**config.mk**
```make
export PLATFORM = sky130hd
export DESIGN_NAME = mem_access_unit_flat
export DESIGN_NICKNAME = d
export VERILOG_FILES = /design/src/rtl/mem_access_unit_pkg.sv /design/src/rtl/mem_access_unit_if.sv /design/src/rtl/mem_access_unit_load_align.sv /design/src/rtl/mem_access_unit.sv /design/src/flat_wrapper.sv
export SDC_FILE = /design/constraint.sdc
export NUM_CORES = 1
export LEC_CHECK = 0
export BUFFER_PORTS_ARGS = -buffer_cell sky130_fd_sc_hd__buf_4
export CAP_MARGIN = 20
export CELL_PAD_IN_SITES_DETAIL_PLACEMENT = 0
export CELL_PAD_IN_SITES_GLOBAL_PLACEMENT = 1
export CORE_MARGIN = 3
export CORE_UTILIZATION = 39
export CTS_CLUSTER_SIZE = 14
export DETAILED_ROUTE_END_ITERATION = 8
export PLACE_DENSITY_LB_ADDON = 0.1
export SETUP_SLACK_MARGIN = 0.1
export SLEW_MARGIN = 30
export SYNTH_ARGS = -nofsm -noshare
export SYNTH_HDL_FRONTEND = slang
export SYNTH_SLANG_ARGS = --single-unit
```
**constraint.sdc**
```tcl
create_clock -name clk -period 6 [get_ports clk]
set_clock_uncertainty 0.2 [all_clocks]
set_input_delay 1.2 -clock clk [delete_from_list [all_inputs] [get_ports clk]]
set_output_delay 1.2 -clock clk [all_outputs]
set_load 0.01 [all_outputs]
```
**src/rtl/mem_access_unit_pkg.sv**
```systemverilog
// Shared definitions for the memory-stage load/store engine: funct3 codes,
// FSM state type and the byte-lane helpers used on the request path.
package mem_pkg;

  localparam int unsigned XLEN   = 64;
  localparam int unsigned NBYTES = 8;

  localparam logic [2:0] F3_LB  = 3'b000;
  localparam logic [2:0] F3_LH  = 3'b001;
  localparam logic [2:0] F3_LW  = 3'b010;
  localparam logic [2:0] F3_LD  = 3'b011;
  localparam logic [2:0] F3_LBU = 3'b100;
  localparam logic [2:0] F3_LHU = 3'b101;
  localparam logic [2:0] F3_LWU = 3'b110;

  typedef enum logic [1:0] {
    IDLE = 2'd0,
    REQ  = 2'd1,
    WAIT = 2'd2,
    DONE = 2'd3
  } mem_state_t;

  // size is funct3[1:0]: 0=byte, 1=half, 2=word, 3=double.
  function automatic logic [7:0] byte_mask(input logic [1:0] size,
                                           input logic [2:0] off);
    logic [15:0] m;
    unique case (size)
      2'd0:    m = 16'h0001;
      2'd1:    m = 16'h0003;
      2'd2:    m = 16'h000F;
      default: m = 16'h00FF;
    endcase
    m = m << off;
    return m[7:0];
  endfunction

  function automatic logic is_misaligned(input logic [1:0] size,
                                         input logic [2:0] off);
    unique case (size)
      2'd0:    return 1'b0;
      2'd1:    return off[0];
      2'd2:    return |off[1:0];
      default: return |off;
    endcase
  endfunction

endpackage

```
**src/rtl/mem_access_unit_if.sv**
```systemverilog
// Data-memory bus between the memory stage (master) and the data memory (slave).
interface mem_access_unit_if;
  logic        req_valid;
  logic        req_ready;
  logic [63:0] addr;
  logic        wen;
  logic [63:0] wdata;
  logic [7:0]  wstrb;
  logic        resp_valid;
  logic [63:0] rdata;

  modport master (
    output req_valid, addr, wen, wdata, wstrb,
    input  req_ready, resp_valid, rdata
  );

  modport slave (
    input  req_valid, addr, wen, wdata, wstrb,
    output req_ready, resp_valid, rdata
  );
endinterface

```
**src/rtl/mem_access_unit_load_align.sv**
```systemverilog
// Combinational load extraction: shifts the addressed bytes of the aligned
// doubleword down to bit 0 and sign/zero-extends according to funct3.
module mem_load_align
  import mem_pkg::*;
(
  input  logic [63:0] i_rdata,
  input  logic [2:0]  i_off,
  input  logic [2:0]  i_funct3,
  output logic [63:0] o_data
);

  logic [63:0] w_raw;

  always_comb begin
    w_raw  = i_rdata >> {i_off, 3'b000};
    o_data = w_raw;
    unique case (i_funct3)
      F3_LB:   o_data = {{56{w_raw[7]}},  w_raw[7:0]};
      F3_LH:   o_data = {{48{w_raw[15]}}, w_raw[15:0]};
      F3_LW:   o_data = {{32{w_raw[31]}}, w_raw[31:0]};
      F3_LBU:  o_data = {56'd0, w_raw[7:0]};
      F3_LHU:  o_data = {48'd0, w_raw[15:0]};
      F3_LWU:  o_data = {32'd0, w_raw[31:0]};
      default: o_data = w_raw;
    endcase
  end

endmodule

```
**src/rtl/mem_access_unit.sv**
```systemverilog
// Memory-stage load/store engine: one bus transaction per regM memory op,
// stalling the pipeline until the response/ack, then presenting load data.
module mem_access_unit
  import mem_pkg::*;
(
  input  logic               clk,
  input  logic               rst,
  input  logic               regM_i_valid,
  input  logic               regM_i_mem_ren,
  input  logic               regM_i_mem_wen,
  input  logic [2:0]         regM_i_funct3,
  input  logic [63:0]        regM_i_alu_result,
  input  logic [63:0]        regM_i_rs2_data,
  mem_access_unit_if.master  dmem,
  output logic [63:0]        memory_o_memdata,
  output logic               memory_o_stall,
  output logic               memory_o_misaligned
);

  mem_state_t  r_state;
  mem_state_t  w_next_state;

  logic [2:0]  r_funct3;
  logic [2:0]  r_off;
  logic [63:0] r_req_addr;
  logic        r_req_wen;
  logic [63:0] r_req_wdata;
  logic [7:0]  r_req_wstrb;
  logic [63:0] r_memdata;

  logic        w_mem_op;
  logic        w_misaligned;
  logic        w_latch;
  logic        w_capture;
  logic [63:0] w_load_data;
  logic [2:0]  w_in_off;

  assign w_in_off     = regM_i_alu_result[2:0];
  assign w_mem_op     = regM_i_valid & (regM_i_mem_ren | regM_i_mem_wen);
  assign w_misaligned = is_misaligned(regM_i_funct3[1:0], w_in_off);

  mem_load_align u_load_align (
    .i_rdata  (dmem.rdata),
    .i_off    (r_off),
    .i_funct3 (r_funct3),
    .o_data   (w_load_data)
  );

  always_comb begin
    w_next_state        = r_state;
    w_latch             = 1'b0;
    w_capture           = 1'b0;
    memory_o_stall      = 1'b0;
    memory_o_misaligned = 1'b0;
    dmem.req_valid      = 1'b0;
    unique case (r_state)
      IDLE: begin
        if (w_mem_op) begin
          if (w_misaligned) begin
            memory_o_misaligned = 1'b1;
          end else begin
            memory_o_stall = 1'b1;
            w_latch        = 1'b1;
            w_next_state   = REQ;
          end
        end
      end
      REQ: begin
        dmem.req_valid = 1'b1;
        memory_o_stall = 1'b1;
        if (dmem.req_ready) w_next_state = WAIT;
      end
      WAIT: begin
        memory_o_stall = 1'b1;
        if (dmem.resp_valid) begin
          w_capture    = ~r_req_wen;
          w_next_state = DONE;
        end
      end
      DONE: begin
        w_next_state = IDLE;
      end
    endcase
  end

  // Store data and strobes are lane-formatted at latch time, so the request
  // fields are plain registers and cannot move while req_valid is held.
  always_ff @(posedge clk) begin
    if (!rst) begin
      r_state     <= IDLE;
      r_funct3    <= '0;
      r_off       <= '0;
      r_req_addr  <= '0;
      r_req_wen   <= 1'b0;
      r_req_wdata <= '0;
      r_req_wstrb <= '0;
      r_memdata   <= '0;
    end else begin
      r_state <= w_next_state;
      if (w_latch) begin
        r_funct3    <= regM_i_funct3;
        r_off       <= w_in_off;
        r_req_addr  <= {regM_i_alu_result[63:3], 3'b000};
        r_req_wen   <= regM_i_mem_wen;
        r_req_wdata <= regM_i_mem_wen ? (regM_i_rs2_data << {w_in_off, 3'b000}) : '0;
        r_req_wstrb <= regM_i_mem_wen ? byte_mask(regM_i_funct3[1:0], w_in_off) : '0;
      end
      if (w_capture) r_memdata <= w_load_data;
    end
  end

  assign dmem.addr        = r_req_addr;
  assign dmem.wen         = r_req_wen;
  assign dmem.wdata       = r_req_wdata;
  assign dmem.wstrb       = r_req_wstrb;
  assign memory_o_memdata = r_memdata;

endmodule

```
**src/flat_wrapper.sv**
```systemverilog
// flat-port wrapper written by rule: the top's interface ports become plain ports
module mem_access_unit_flat import mem_pkg::*;
  (clk, rst, regM_i_valid, regM_i_mem_ren, regM_i_mem_wen, regM_i_funct3, regM_i_alu_result, regM_i_rs2_data, memory_o_memdata, memory_o_stall, memory_o_misaligned, dmem_req_valid, dmem_addr, dmem_wen, dmem_wdata, dmem_wstrb, dmem_req_ready, dmem_resp_valid, dmem_rdata);
  mem_access_unit_if dmem_i ();
  input  logic clk;
  input  logic rst;
  input  logic regM_i_valid;
  input  logic regM_i_mem_ren;
  input  logic regM_i_mem_wen;
  input  logic [2:0] regM_i_funct3;
  input  logic [63:0] regM_i_alu_result;
  input  logic [63:0] regM_i_rs2_data;
  output logic [63:0] memory_o_memdata;
  output logic memory_o_stall;
  output logic memory_o_misaligned;
  output wire logic [$bits(dmem_i.req_valid)-1:0] dmem_req_valid;
  output wire logic [$bits(dmem_i.addr)-1:0] dmem_addr;
  output wire logic [$bits(dmem_i.wen)-1:0] dmem_wen;
  output wire logic [$bits(dmem_i.wdata)-1:0] dmem_wdata;
  output wire logic [$bits(dmem_i.wstrb)-1:0] dmem_wstrb;
  input wire logic [$bits(dmem_i.req_ready)-1:0] dmem_req_ready;
  input wire logic [$bits(dmem_i.resp_valid)-1:0] dmem_resp_valid;
  input wire logic [$bits(dmem_i.rdata)-1:0] dmem_rdata;
  assign dmem_req_valid = dmem_i.req_valid;
  assign dmem_addr = dmem_i.addr;
  assign dmem_wen = dmem_i.wen;
  assign dmem_wdata = dmem_i.wdata;
  assign dmem_wstrb = dmem_i.wstrb;
  assign dmem_i.req_ready = dmem_req_ready;
  assign dmem_i.resp_valid = dmem_resp_valid;
  assign dmem_i.rdata = dmem_rdata;
  mem_access_unit u_core (.clk(clk), .rst(rst), .regM_i_valid(regM_i_valid), .regM_i_mem_ren(regM_i_mem_ren), .regM_i_mem_wen(regM_i_mem_wen), .regM_i_funct3(regM_i_funct3), .regM_i_alu_result(regM_i_alu_result), .regM_i_rs2_data(regM_i_rs2_data), .dmem(dmem_i), .memory_o_memdata(memory_o_memdata), .memory_o_stall(memory_o_stall), .memory_o_misaligned(memory_o_misaligned));
endmodule
```
* Word level (Yosys, flattened, before mapping)
Index checks and enable logic that the tools add are counted.
Storage, ports and cells: input bits 202, word-level logic and storage cells 57, flip-flop bits (word level) 206, output and inout port bits 204
Cells by class: multiplexer cells 22, reduce and logical (&&, ||, !) cells 7, equal/unequal tests 14, shifts and indexed selects 3, bitwise logic cells 3
Operator list (number):
- one-hot mux 64 bit (6 select lines) | 1
- two-way mux 64 bit | 1
- left shift 64 x 6 -> 64 bit | 1
- right shift 64 x 6 -> 64 bit | 1
- two-way mux 16 bit | 2
- one-hot mux 8 bit (3 select lines) | 1
- left shift 16 x 3 -> 8 bit | 1
- equality test 3 bit, second input constant | 3
- two-way mux 1 bit | 9
- two-way mux 2 bit | 4
- two-way mux 8 bit | 1
- one-hot mux 2 bit (4 select lines) | 1
- equality test 2 bit, second input constant | 3
- inequality test 2 bit, second input constant | 3
- equality test 2 x 1 -> 1 bit, second input constant | 2
- logical NOT 2 bit | 2
- AND reduction 4 bit | 1
- OR reduction 2 bit | 2
- equality test 3 x 1 -> 1 bit, second input constant | 1
- equality test 3 x 2 -> 1 bit, second input constant | 1
- logical NOT 3 bit | 1
- one-hot mux 1 bit (3 select lines) | 1
- OR reduction 3 bit | 1
- inequality test 2 x 1 -> 1 bit, second input constant | 1
- 4 further kinds | 4

* Depth between registers and ports, before layout
word-level depth 9, depth in mapped cells 9, gate-level depth less buffers 7

* By module
From an unflattened synthesis, not the netlist that was laid out.
Unflattened totals: cell total of the unflattened synthesis 1306, area total of the unflattened synthesis 11084.4 um^2
By module, submodules not included:
- mem_access_unit | cells an instance 1013, instances 1, area an instance 8745.9 um^2, sequential area each 4124.0 um^2
- mem_load_align | cells an instance 293, instances 1, area an instance 2338.5 um^2, sequential area each 0.0 um^2

* Worst setup path before layout
Ideal clock, no wire load.
path kind input -> output, start in regM_i_funct3[1], end out memory_o_stall, arrival 2.466 ns, path buffers 2, stages 6, required time 4.600 ns, slack 2.134 ns, cells stage by stage buf_2 -> a21o_1 -> a211oi_2 -> clkbuf_1 -> nor2_1 -> nor2_1
On the way: longest elaborated chain between the ends 5, elaborated cells on any way between the ends 7, those cells by class eq/ne: 2; mux: 4; reduce/logical: 1
Ends and longest elaborated chain:
- from (decl) | line flat_wrapper.sv:10 | input logic [2:0] regM_i_funct3;
- equality test 2 bit (tied with other cells) | line mem_access_unit_pkg.sv:39 | unique case (size)
- one-hot mux 1 bit (3 select lines) * | line mem_access_unit_pkg.sv:39
- two-way mux 1 bit * | line mem_access_unit.sv:59 | if (w_misaligned) begin
- two-way mux 1 bit * | line mem_access_unit.sv:58 | if (w_mem_op) begin
- one-hot mux 1 bit (2 select lines) * | line mem_access_unit.sv:56 | unique case (r_state)
- to (decl) | line flat_wrapper.sv:14 | output logic memory_o_stall;
Mark *: on every way between the ends. The rest lies on a longest branch, timed or not.

* Final worst setup path
start in regM_i_alu_result[0], end out memory_o_stall
On the way: longest elaborated chain between the ends 5, elaborated cells on any way between the ends 6, those cells by class mux: 4; reduce/logical: 2
Ends and longest elaborated chain:
- from (decl) | line flat_wrapper.sv:11 | input logic [63:0] regM_i_alu_result;
- OR reduction 3 bit or OR reduction 2 bit (tied branches) | line mem_access_unit_pkg.sv:43, mem_access_unit_pkg.sv:42
- one-hot mux 1 bit (3 select lines) * | line mem_access_unit_pkg.sv:39
- two-way mux 1 bit * | line mem_access_unit.sv:59
- two-way mux 1 bit * | line mem_access_unit.sv:58
- one-hot mux 1 bit (2 select lines) * | line mem_access_unit.sv:56
Marks and branches as above.

==> flow_summary.yaml <==
global_route:
  grt_start_max_net_pins: 99
  antenna_found_initial: 0
  grt_pass1_vias: 10300
  track_usage_pct: 25.4
  grt_pass1_wl_um: 61000
  grt_remaining_overflow: 0
die:
  fp.dieW_um: 173
  coreArea_mm2: 0.0273
  row_count: 60
  die_area_mm2: 0.0300
  start_util_pct: 40.0
  die_h_um: 173
  io_pins: 406
route:
  drt_pass1_iterations: 5
  vias: 10600
  drt-wirelength-per-cell_um: 20.3
  post_drt_via_cell_ratio: 5.33
  drt_iter0_markers: 817
  drcViolationCount: 0
  routed_wl_um: 40300
  ant_nets: 0
power_and_ir_drop:
  power_density_mw_per_mm2: 279
  fin_total_pwr_w: 0.00414
  power_switching_share_pct: 31.2
  p_seq_share_pct: 37.8
  p_comb_share_pct: 25.1
  p_clk_share_pct: 37.1
  ir_drop_uv: 189
  p_leak_nw: 6.01
  internal_power_w: 0.00285
  p_sw_w: 0.00129
sta:
  worstMarginPinSlew_ns: 0.982
  tns_ns: 0
  hold_viol_final: 0
  final.period_utilization_pct: 69.2
  finalSetupViolCount: 0
  slew-limit-headroom_pct: 34.5
  drv_slew: 0
  fin_crit_ns: 4.15
  clock.fmax_ghz: 0.241
  holdWs_ns: 0.250
  rsz0062_at_grt: "false"
run_status:
  status: "finished, final reports clean"
synth:
  syn_inst: 1279
  yosys_most_used_dff: "dfxtp_1"
  postSynthAreaPerCell_um2: 8.53
  ys_ff_latch: 206
  synthArstFlopShare_pct: 0
  synth_area_mm2: 0.0109
  yosysWarningCount: 0
  synth_enable_flop_cells: 0
  ys_seq_area_share_pct: 37.8
  synth_cell_types: 57
setup_path:
  worstReg2RegStart: "u_core.r_off[1]$_SDFFE_PN0P_"
  startpoint: "regM_i_alu_result[0]"
  cp-end-kind: "output port"
  endpoint: "memory_o_stall"
  cp_data_required_time_ns: 4.60
  rrSetupSlack_ns: 2.70
  cp-start-kind: "primary input"
  critPathKind: "primary input to output port"
  path_max_fanout: 84
  r2r_end: "u_core.memory_o_memdata[29]$_SDFFE_PN0P_"
  cp.arrival_ns: 2.75
  ff2ff_path_depth: 5
clocking:
  cts_buffer_depth: 3
  holdBufCountCts: 0
  cts_tree: "built"
  clkTransAtPathRegs_ns: 0.06
  htreeDepth: 1
  cts_buffers: 25
  cts-resized-gates: 0
  clkLatencyLatePin_ns: 0.53
  cts_sinks: 206
  cts_root_buf: "clkbuf_16"
  postCtsSetupBuffers: 0
finish:
  fin_area_mm2: 0.0148
  fillCellCount: 2640
  n_antenna_cell: 0
  nNetsFinal: 1804
  drive_above_1_share_pct: 34.2
  syn2layout_area_growth_pct: 35.8
  mostFrequentLayoutCell: "buf_4"
  final_cell_count_no_fill: 1987
  final_cell_mix: "412 x buf_4, 255 x nand2_1, 204 x dfxtp_1, 96 x o21ai_0, 90 x mux2i_1"
place:
  placed_cells: 1943
  dp_hpwl_um: 29300
  gp_congestion: 0.918
  place_area_mm2: 0.0140
  io_buffers: 402
job:
  maxCapViolCount: 0
hold_path:
  min_path_type: "flop to flop"
==> cell usage after synthesis (3+ instances only) <==
cell type	n	area [µm²]
nand2_1	255	957
or2_2	3	18.8
buf_4	5	37.5
buf_6	4	45.0
mux2_2	34	383
buf_1	8	30.0
a31oi_1	12	75.1
a211o_1	10	87.6
a221oi_1	5	43.8
dfxtp_1	206	4120
a22oi_1	22	165
o31ai_1	9	67.6
inv_1	14	52.6
o21ai_0	96	480
a311oi_1	7	61.3
nor3_1	7	35.0
a22o_1	9	78.8
nor2b_1	40	250
a21oi_2	30	263
nand2b_1	15	93.8
o211ai_1	25	188
and2_1	3	18.8
clkbuf_1	81	304
mux2i_1	90	901
o21ai_1	9	45.0
a21oi_1	40	200
nor2_1	58	218
buf_2	24	120
o22a_1	7	61.3
mux4_2	18	405
a32oi_1	3	26.3
o22ai_1	5	31.3
a211oi_1	8	60.1
a21boi_0	81	608
mux2_1	4	45.0
ha_1	4	50.1
==> worst max-delay path, stage by stage <==
cell	delay (ns)
buf_4	0.67
o21a_1	0.44
a211oi_4	0.09
nor2_1	0.13
nor2_1	0.06
buf_4	0.15
==> power groups by stage <==
stage               Sequential [W]  Combinational [W]  Clock, W
floorplan                  0.00161           0.000554         0
global placement           0.00159            0.00103         0
detailed placement         0.00159            0.00104         0
CTS                        0.00156            0.00104   0.00157
global route               0.00158            0.00113   0.00163
finish                     0.00156            0.00104   0.00153
==> sequential cells by signal, indices dropped and copies added, names as in the netlist <==
register and flops:
u_core.dmem.wdata 64, u_core.dmem.addr 61, u_core.r_off 3, u_core.r_funct3 3, u_core.dmem.wstrb 8, u_core.memory_o_memdata 64
u_core.dmem.wen 1, u_core.r_state 2
==> metrics by stage <==
step / utilization, % / setup WS [ns]
after floorplan: - / 2.13
after global placement: 51.2 / 1.53
after detailed placement: 51.2 / 1.76
after CTS: 54.3 / 1.85
after global routing: 54.3 / 1.70
final: 54.3 / 1.85
==> worst min path at each step <==
stage / startpoint / end / slack (ns) / depth (start not counted)
floorplan: u_core.r_funct3[2]$_SDFFE_PN0P_ / u_core.r_funct3[2]$_SDFFE_PN0P_ / 0.27 / 2
global placement: u_core.dmem.wdata[27]$_SDFFE_PN0P_ / u_core.dmem.wdata[27]$_SDFFE_PN0P_ / 0.24 / 2
detailed placement: u_core.dmem.wdata[10]$_SDFFE_PN0P_ / u_core.dmem.wdata[10]$_SDFFE_PN0P_ / 0.25 / 2
CTS: u_core.dmem.wdata[26]$_SDFFE_PN0P_ / u_core.dmem.wdata[26]$_SDFFE_PN0P_ / 0.25 / 2
global route: u_core.dmem.wdata[27]$_SDFFE_PN0P_ / u_core.dmem.wdata[27]$_SDFFE_PN0P_ / 0.26 / 2
finish: u_core.dmem.wdata[26]$_SDFFE_PN0P_ / u_core.dmem.wdata[26]$_SDFFE_PN0P_ / 0.25 / 2
==> layout make-up <==
cell class | instances | area (µm²) | area share (%)
Timing Repair Buffer | 412 | 3090 | 20.9
Tap cell | 372 | 465 | 3.14
Inverter | 14 | 52.6 | 0.355
Multi-Input combinational cell | 939 | 6230 | 42.1
Sequential cell | 206 | 4130 | 27.9
Clock inverter | 13 | 146 | 0.989
Clock buffer | 31 | 688 | 4.65
==> cells by family after synthesis <==
| kind of cell | Yosys count | synth area share (%) |
|---|---|---|
| compound gates | 392 | 24.7 |
| fa+ha+maj | 4 | 0.459 |
| buf+inv | 136 | 5.40 |
| flops | 206 | 37.8 |
| mux | 146 | 15.9 |
| other cells | 1 | 0.0344 |
| simple gates | 394 | 15.7 |
==> layer usage <==
| metal | routed length [µm] | global-route usage, % | up-vias |
|---|---|---|---|
| met5 | 0 | 0 | - |
| met4 | 1780 | 10.7 | 0 |
| met3 | 3140 | 6.50 | 82 |
| met2 | 18900 | 42.5 | 417 |
| met1 | 16500 | 31.1 | 4961 |
| li1 | - | - | 5129 |
Note: power is estimated with default switching activity, not from simulation.
